--- config.mk ---
export PLATFORM = sky130hd
export DESIGN_NAME = servant_apb_bridge
export DESIGN_NICKNAME = d
export VERILOG_FILES = /design/src/rtl/servant_apb_bridge.sv
export SDC_FILE = /design/constraint.sdc
export NUM_CORES = 1
export LEC_CHECK = 0
export ABC_CLOCK_PERIOD_IN_PS = 5440
export CAP_MARGIN = 15
export CELL_PAD_IN_SITES_DETAIL_PLACEMENT = 0
export CELL_PAD_IN_SITES_GLOBAL_PLACEMENT = 2
export CORE_ASPECT_RATIO = 0.5
export CORE_MARGIN = 4
export CORE_UTILIZATION = 25
export CTS_BUF_LIST = sky130_fd_sc_hd__clkbuf_16
export DETAILED_ROUTE_END_ITERATION = 6
export PLACE_DENSITY = 0.81
export SYNTH_ARGS = -nofsm -noshare
export SYNTH_HDL_FRONTEND = slang
export SYNTH_SLANG_ARGS = --single-unit
--- constraint.sdc ---
create_clock -name i_clk -period 5.44 [get_ports i_clk]
set_input_delay 0.816 -clock i_clk [delete_from_list [all_inputs] [get_ports i_clk]]
set_output_delay 0.816 -clock i_clk [all_outputs]
set_load 0.005 [all_outputs]
--- src/rtl/servant_apb_bridge.sv ---
// Wishbone classic to APB4 bridge for the servant external peripheral port.
// One transfer in flight; slave errors and hung slaves end in a defined completion.
module servant_apb_bridge #(
    parameter int          AW        = 32,
    parameter int          TIMEOUT   = 255,
    parameter logic [31:0] ERR_RDATA = 32'hDEAD_BEEF
) (
    input  logic          i_clk,
    input  logic          i_rst_n,
    input  logic [31:0]   i_wb_adr,
    input  logic [31:0]   i_wb_dat,
    input  logic [3:0]    i_wb_sel,
    input  logic          i_wb_we,
    input  logic          i_wb_cyc,
    output logic [31:0]   o_wb_rdt,
    output logic          o_wb_ack,
    output logic [AW-1:0] o_paddr,
    output logic          o_psel,
    output logic          o_penable,
    output logic          o_pwrite,
    output logic [31:0]   o_pwdata,
    output logic [3:0]    o_pstrb,
    input  logic [31:0]   i_prdata,
    input  logic          i_pready,
    input  logic          i_pslverr,
    output logic          o_err,
    input  logic          i_err_clr
);

    localparam int          CW        = (TIMEOUT > 1) ? $clog2(TIMEOUT + 1) : 1;
    localparam logic [31:0] TIMEOUT_U = TIMEOUT;

    typedef enum logic [1:0] {IDLE, SETUP, ACCESS, DONE} state_t;

    state_t        state;
    state_t        state_next;
    logic [CW-1:0] wait_cnt;
    logic          timeout_hit;
    logic          err_set;

    // Abort on the TIMEOUT-th ACCESS cycle that still has no ready.
    assign timeout_hit = (TIMEOUT != 0) && (state == ACCESS) && !i_pready &&
                         ((32'(wait_cnt) + 32'd1) == TIMEOUT_U);
    assign err_set     = (state == ACCESS) && ((i_pready && i_pslverr) || timeout_hit);

    always_comb begin
        state_next = state;
        case (state)
            IDLE:    if (i_wb_cyc) state_next = SETUP;
            SETUP:   state_next = ACCESS;
            ACCESS:  if (i_pready || timeout_hit) state_next = DONE;
            DONE:    state_next = IDLE;
            default: state_next = IDLE;
        endcase
    end

    // APB/Wishbone strobes are decoded from the next state so they leave a flop.
    always_ff @(posedge i_clk or negedge i_rst_n) begin
        if (!i_rst_n) begin
            state     <= IDLE;
            o_psel    <= 1'b0;
            o_penable <= 1'b0;
            o_wb_ack  <= 1'b0;
        end else begin
            state     <= state_next;
            o_psel    <= (state_next == SETUP) || (state_next == ACCESS);
            o_penable <= (state_next == ACCESS);
            o_wb_ack  <= (state_next == DONE);
        end
    end

    always_ff @(posedge i_clk or negedge i_rst_n) begin
        if (!i_rst_n) begin
            o_paddr  <= '0;
            o_pwdata <= '0;
            o_pstrb  <= '0;
            o_pwrite <= 1'b0;
            wait_cnt <= '0;
        end else if (state == IDLE && i_wb_cyc) begin
            o_paddr  <= i_wb_adr[AW-1:0];
            o_pwdata <= i_wb_dat;
            o_pstrb  <= i_wb_we ? i_wb_sel : 4'b0000;
            o_pwrite <= i_wb_we;
            wait_cnt <= '0;
        end else if (state == ACCESS && !i_pready) begin
            wait_cnt <= wait_cnt + 1'b1;
        end
    end

    // Read data only changes when a read completes; writes leave it alone.
    always_ff @(posedge i_clk or negedge i_rst_n) begin
        if (!i_rst_n) begin
            o_wb_rdt <= '0;
        end else if (state == ACCESS && !o_pwrite) begin
            if (i_pready)
                o_wb_rdt <= i_pslverr ? ERR_RDATA : i_prdata;
            else if (timeout_hit)
                o_wb_rdt <= ERR_RDATA;
        end
    end

    always_ff @(posedge i_clk or negedge i_rst_n) begin
        if (!i_rst_n)
            o_err <= 1'b0;
        else if (err_set)
            o_err <= 1'b1;
        else if (i_err_clr)
            o_err <= 1'b0;
    end

endmodule
==> Word-level counts from Yosys, hierarchy flattened <==
Cells that the tools add are included.
{ "op_classes": {"add_sub_neg": 2, "n_mul": 0, "div": 0, "order_cmp": 0, "eq_ne": 7, "shift": 0, "muxes": 11, "n_bitwise": 0, "n_reduce_logical": 16} }
{ "op_table": {"columns": ["op", "n"], "rows": [
  ["$mux W32", 3],
  ["$mux W8", 2],
  ["$add A8 B1 Y9 const B", 1],
  ["$eq A9 B8 Y1 const B", 1],
  ["$add A8 B1 Y8 const B", 1],
  ["$eq A2 B2 Y1 const B", 4],
  ["$pmux W2 S4", 1],
  ["$logic_and A1 B1 Y1", 6],
  ["$reduce_bool A2 Y1", 3],
  ["$eq A2 B1 Y1 const B", 2],
  ["$mux W2", 2],
  ["$mux W4", 1],
  ["$logic_or A1 B1 Y1", 3],
  ["$logic_not A1 Y1", 2],
  ["$logic_not A2 Y1", 1],
  ["$mux W1", 2],
  ["$reduce_and A2 Y1", 1]
]} }
{ "totals": {"reg_bits": 115, "latch_bits": 0, "ram_bits": 0, "romBits": 0, "inputBits": 107, "out_inout_bits": 105, "wordCells": 47, "n_memories": 0} }

==> Depth between registers and ports, before layout <==
{ "depth": {"word_depth": 8, "depth_mapped": 10, "ltp_nobuf": 9} }

==> Worst setup path before layout <==
Ideal clock, no wire load.
{ "synth_timing": {"path_kind": "input to register", "start": "input port i_pready", "end": "register o_wb_rdt[10]", "setup_time_ns": 0.126, "arrival_time_ns": 1.953, "setup_slack_ns": 3.361, "cell_stages": 7, "path_buffers": 3, "path_cell_list": "buf_2 > inv_2 > or3_1 > clkbuf_1 > clkbuf_1 > o22ai_1 > a21oi_1"} }
{ "synth_between": {"elab_chain_cells": 5} }
{ "synth_lines": {"columns": ["item", "line", "source"], "rows": [
  ["start: declaration", "24", "input logic i_pready,"],
  ["$logic_not A1 Y1", "42", "assign timeout_hit = (TIMEOUT != 0) && (state == ACCESS) && !i_pready &&"],
  ["$logic_and A1 B1 Y1 (2 in a row)", "42", null],
  ["$reduce_bool A2 Y1 (no source line)", null, null],
  ["$reduce_and A2 Y1 (no source line)", null, null],
  ["end signal: assignment", "96", "o_wb_rdt <= i_pslverr ? ERR_RDATA : i_prdata;"],
  ["end: declaration", "15", "output logic [31:0] o_wb_rdt,"]
]} }
Parallel ways exist; a longest one is shown, timed or not.
A chain may end at the register's enable or synchronous reset.

==> Worst setup path in the final report <==
{ "layout_timing": {"start": "input port i_pready", "end": "register o_wb_rdt[29]"} }
Same word-level chain as after synthesis.

==> flow_metrics.py <==
metrics = {
    "run_status": {
        "status": "finished, final reports clean",
    },
    "clocking": {
        "h-tree-depth": 4,
        "tritoncts": "yes",
        "path_clk_slew_ns": 0.05,
        "clk_latency_ns": 0.40,
        "cts_buffers": 17,
        "cts.repair.resized": 0,
        "clockBufferDepth": 2,
        "post_cts_buffers": 0,
        "ctsRootBufferMaster": "clkbuf_16",
        "holdBufCountCts": 0,
        "cts.sinks": 115,
    },
    "routing": {
        "first_pass_iters": 4,
        "drt_iter0_drc": 126,
        "num_vias": 4189,
        "wire_per_inst_um": 15.2,
        "routed_wl_mm": 15.0,
        "ant_nets": 0,
        "via_per_inst": 4.25,
        "drc": 0,
    },
    "global_route": {
        "grt_max_degree": 70,
        "grt_pass1_wl_mm": 24.3,
        "grt_usage_pct": 14.3,
        "overflow": 0,
        "antenna_found_initial": 0,
        "grt_pass1_vias": 4336,
    },
    "yosys": {
        "synth_top_area_cell": "dfrtp_1",
        "async_flop_share_pct": 100,
        "synth_xor_xnor_area_share_pct": 1.29,
        "synth_cells": 510,
        "synth_edf_count": 0,
        "ys_ff_latch": 115,
        "synth_ff_type": "dfrtp_1",
        "synth_common_cells": "207 x nand2_1, 115 x dfrtp_1, 37 x nor2_1",
        "synthMuxAreaShare_pct": 0.237,
        "synth_top_family_by_area": "simple AND/OR/NAND/NOR gates",
        "synth_cell_types": 37,
        "yosys_warnings": 0,
        "ys_seq_area_share_pct": 60.6,
        "synth.cell_area_um2": 4750,
        "synth-compound-area-share_pct": 9.80,
        "yosysMostFrequentCell": "nand2_1",
        "syn_area_per_cell_um2": 9.31,
        "synth_area_leaders": "dfrtp_1 61%, nand2_1 16%, o22ai_1 3.2%",
        "synth_top_cell_area_share_pct": 60.6,
        "syn_nets": 624,
        "yosys.area_share.adder_pct": 1.84,
        "synth-simple-area-share_pct": 22.9,
    },
    "worst_setup_path": {
        "crit_buf_inv": 3,
        "start_kind": "primary input",
        "timing.rr.start": "wait_cnt[0]$_DFFE_PN0P_",
        "rrSetupSlack_ns": 3.02,
        "crit_path_max_incr_delay_ns": 0.56,
        "path_cells": "clkdlybuf4s50_1 > buf_4 > and2b_1 > and3_1 > a21oi_1 > or2_1 > buf_8 > a31o_1",
        "cp.required_ns": 5.77,
        "slowest_stage": "or2_1",
        "arrival_ns": 3.18,
        "end_kind": "flop",
        "worstSetupStartpoint": "i_pready",
        "crit_type": "in2reg",
        "critical_path.top_delay_family": "simple AND/OR/NAND/NOR gates",
        "crit_fanout": 30,
    },
    "die": {
        "num_rows": 35,
        "ios": 212,
        "die_w_um": 203,
        "start_util_pct": 25.6,
        "core_area_um2": 18500,
        "die_area_um2": 21400,
        "fp.dieH_um": 105,
    },
    "power_and_ir_drop": {
        "power_frac_comb_pct": 38.6,
        "worst_ir_drop_vdd_v": 0.000221,
        "p_per_area_nw_per_um2": 547,
        "internal-power_mw": 2.91,
        "p_clk_share_pct": 27.1,
        "sequentialPowerShare_pct": 34.4,
        "p_leak_nw": 3.50,
        "p_switching_mw": 1.30,
        "p_sw_share_pct": 30.9,
    },
    "layout": {
        "n_antenna_cell": 0,
        "final_layout_size_suffix_gt1_share_pct": 5.92,
        "syn2layout_area_growth_pct": 62.1,
        "fin_util_pct": 41.6,
        "nets": 829,
    },
    "timing": {
        "hold_viol": 0,
        "drv_slew": 0,
        "timing.fmax_mhz": 351,
        "period_share_pct": 52.3,
        "post-route-min-period_ns": 2.85,
        "rsz0062_at_grt": "no",
        "setup_tns_ns": 0,
        "setup_violations": 0,
        "worst_clock_skew_ns": 0.00737,
        "worst_slew_pin_slew_ns": 0.940,
        "slew_headroom_pct": 37.3,
    },
    "worst_hold_path": {
        "hold_path_startpoint": "o_pstrb[2]$_DFFE_PN0P_",
        "hold_path_class": "reg2reg",
    },
    "placement": {
        "portBuffers": 211,
        "routabilityCongestion": 0.709,
        "dp_hpwl_mm": 10.5,
    },
    "flow_run": {
        "maxCapViolations": 0,
    },
}
## layout by cell type, fill, tap and decap left out, drive strengths merged, types with 2 or more instances in the layout
cell type,n
bufinv,4
nand2b,3
nor2b,2
a22o,8
clkinvlp,2
clkdlybuf4s50,210
buf,7
a31o,8
clkbuf,17
and3,2
o22ai,24
ha,7
a21oi,28
inv,6
nand2,207
xor2,3
xnor2,4
dfrtp,115
nor2,37
nand4,2
nor3,3
clkinv,7
nand3,7
## state kept, by name, indices dropped and copies added, names as in the netlist
register,count
o_penable,1
o_pwdata,32
o_paddr,32
o_psel,1
o_wb_ack,1
wait_cnt,8
o_pstrb,4
state,2
o_pwrite,1
o_err,1
o_wb_rdt,32
## routing by layer
metal  GRT usage [%]  up-vias  wire length (um)
li1                -     2072                 -
met1            17.7     2008              6320
met2            24.2       90              7820
met3            3.47       19               542
met4            5.42        0               329
met5               0        -                 0
## power by group through the flow
stage                     Combinational [mW]  Sequential, mW  Clock (mW)
after floorplan                        0.656            1.46           0
after global placement                  1.64            1.45           0
after detailed placement                1.66            1.46           0
after CTS                               1.66            1.45        1.17
after global routing                    1.81            1.50        1.21
final                                   1.62            1.45        1.14
## cells by family after synthesis
| kind of cell | Yosys count |
|---|---|
| AND/OR/NAND/NOR | 271 |
| flip-flops | 115 |
| AO/OA/AOI/OAI | 72 |
| buffers and inverters | 37 |
| XOR/XNOR | 7 |
| adder cells (fa/ha/maj) | 7 |
| multiplexers | 1 |
## per-stage QoR
step | setup slack [ns] | total power [mW] | cells | cell area [um2] | hold slack [ns]
3_3_place_gp | 1.96 | 3.09 | 954 | 7090 | 0.451
6_report | 2.59 | 4.21 | 985 | 7700 | 0.464
4_1_cts | 2.33 | 4.29 | 984 | 7680 | 0.467
5_1_grt | 2.48 | 4.52 | 985 | 7700 | 0.497
2_1_floorplan | 3.36 | 2.12 | 510 | 4750 | 0.463
3_5_place_dp | 1.90 | 3.12 | 954 | 7090 | 0.455
## worst reg2reg max path, delay by kind of cell, from the launching register on
family | cells | cell delay, ns
AO/OA/AOI/OAI | 2 | 0.32
flip-flops | 1 | 0.47
AND/OR/NAND/NOR | 3 | 0.94
buffers and inverters | 1 | 0.28
adder cells (fa/ha/maj) | 1 | 0.31
## worst paths after layout
kind                                            end  depth (start not counted)
min reg2reg                  o_pstrb[2]$_DFFE_PN0P_                          2
min in group asynchronous  o_pwdata[25]$_DFFE_PN0P_                          1
min                          o_pstrb[2]$_DFFE_PN0P_                          2
max in group asynchronous  o_pwdata[18]$_DFFE_PN0P_                          2
max reg2reg                o_wb_rdt[14]$_DFFE_PN0P_                          7
max                        o_wb_rdt[29]$_DFFE_PN0P_                          8
## area by class of cell
class	count	area, um2
Clock inverter	13	168
Multi-Input combinational cell	358	1720
Timing Repair Buffer	217	2160
Tap cell	259	324
Inverter	6	22.5
Sequential cell	115	2880
Fill cell	1841	10800
Clock buffer	17	425
Power figures use the tool's default switching activity.
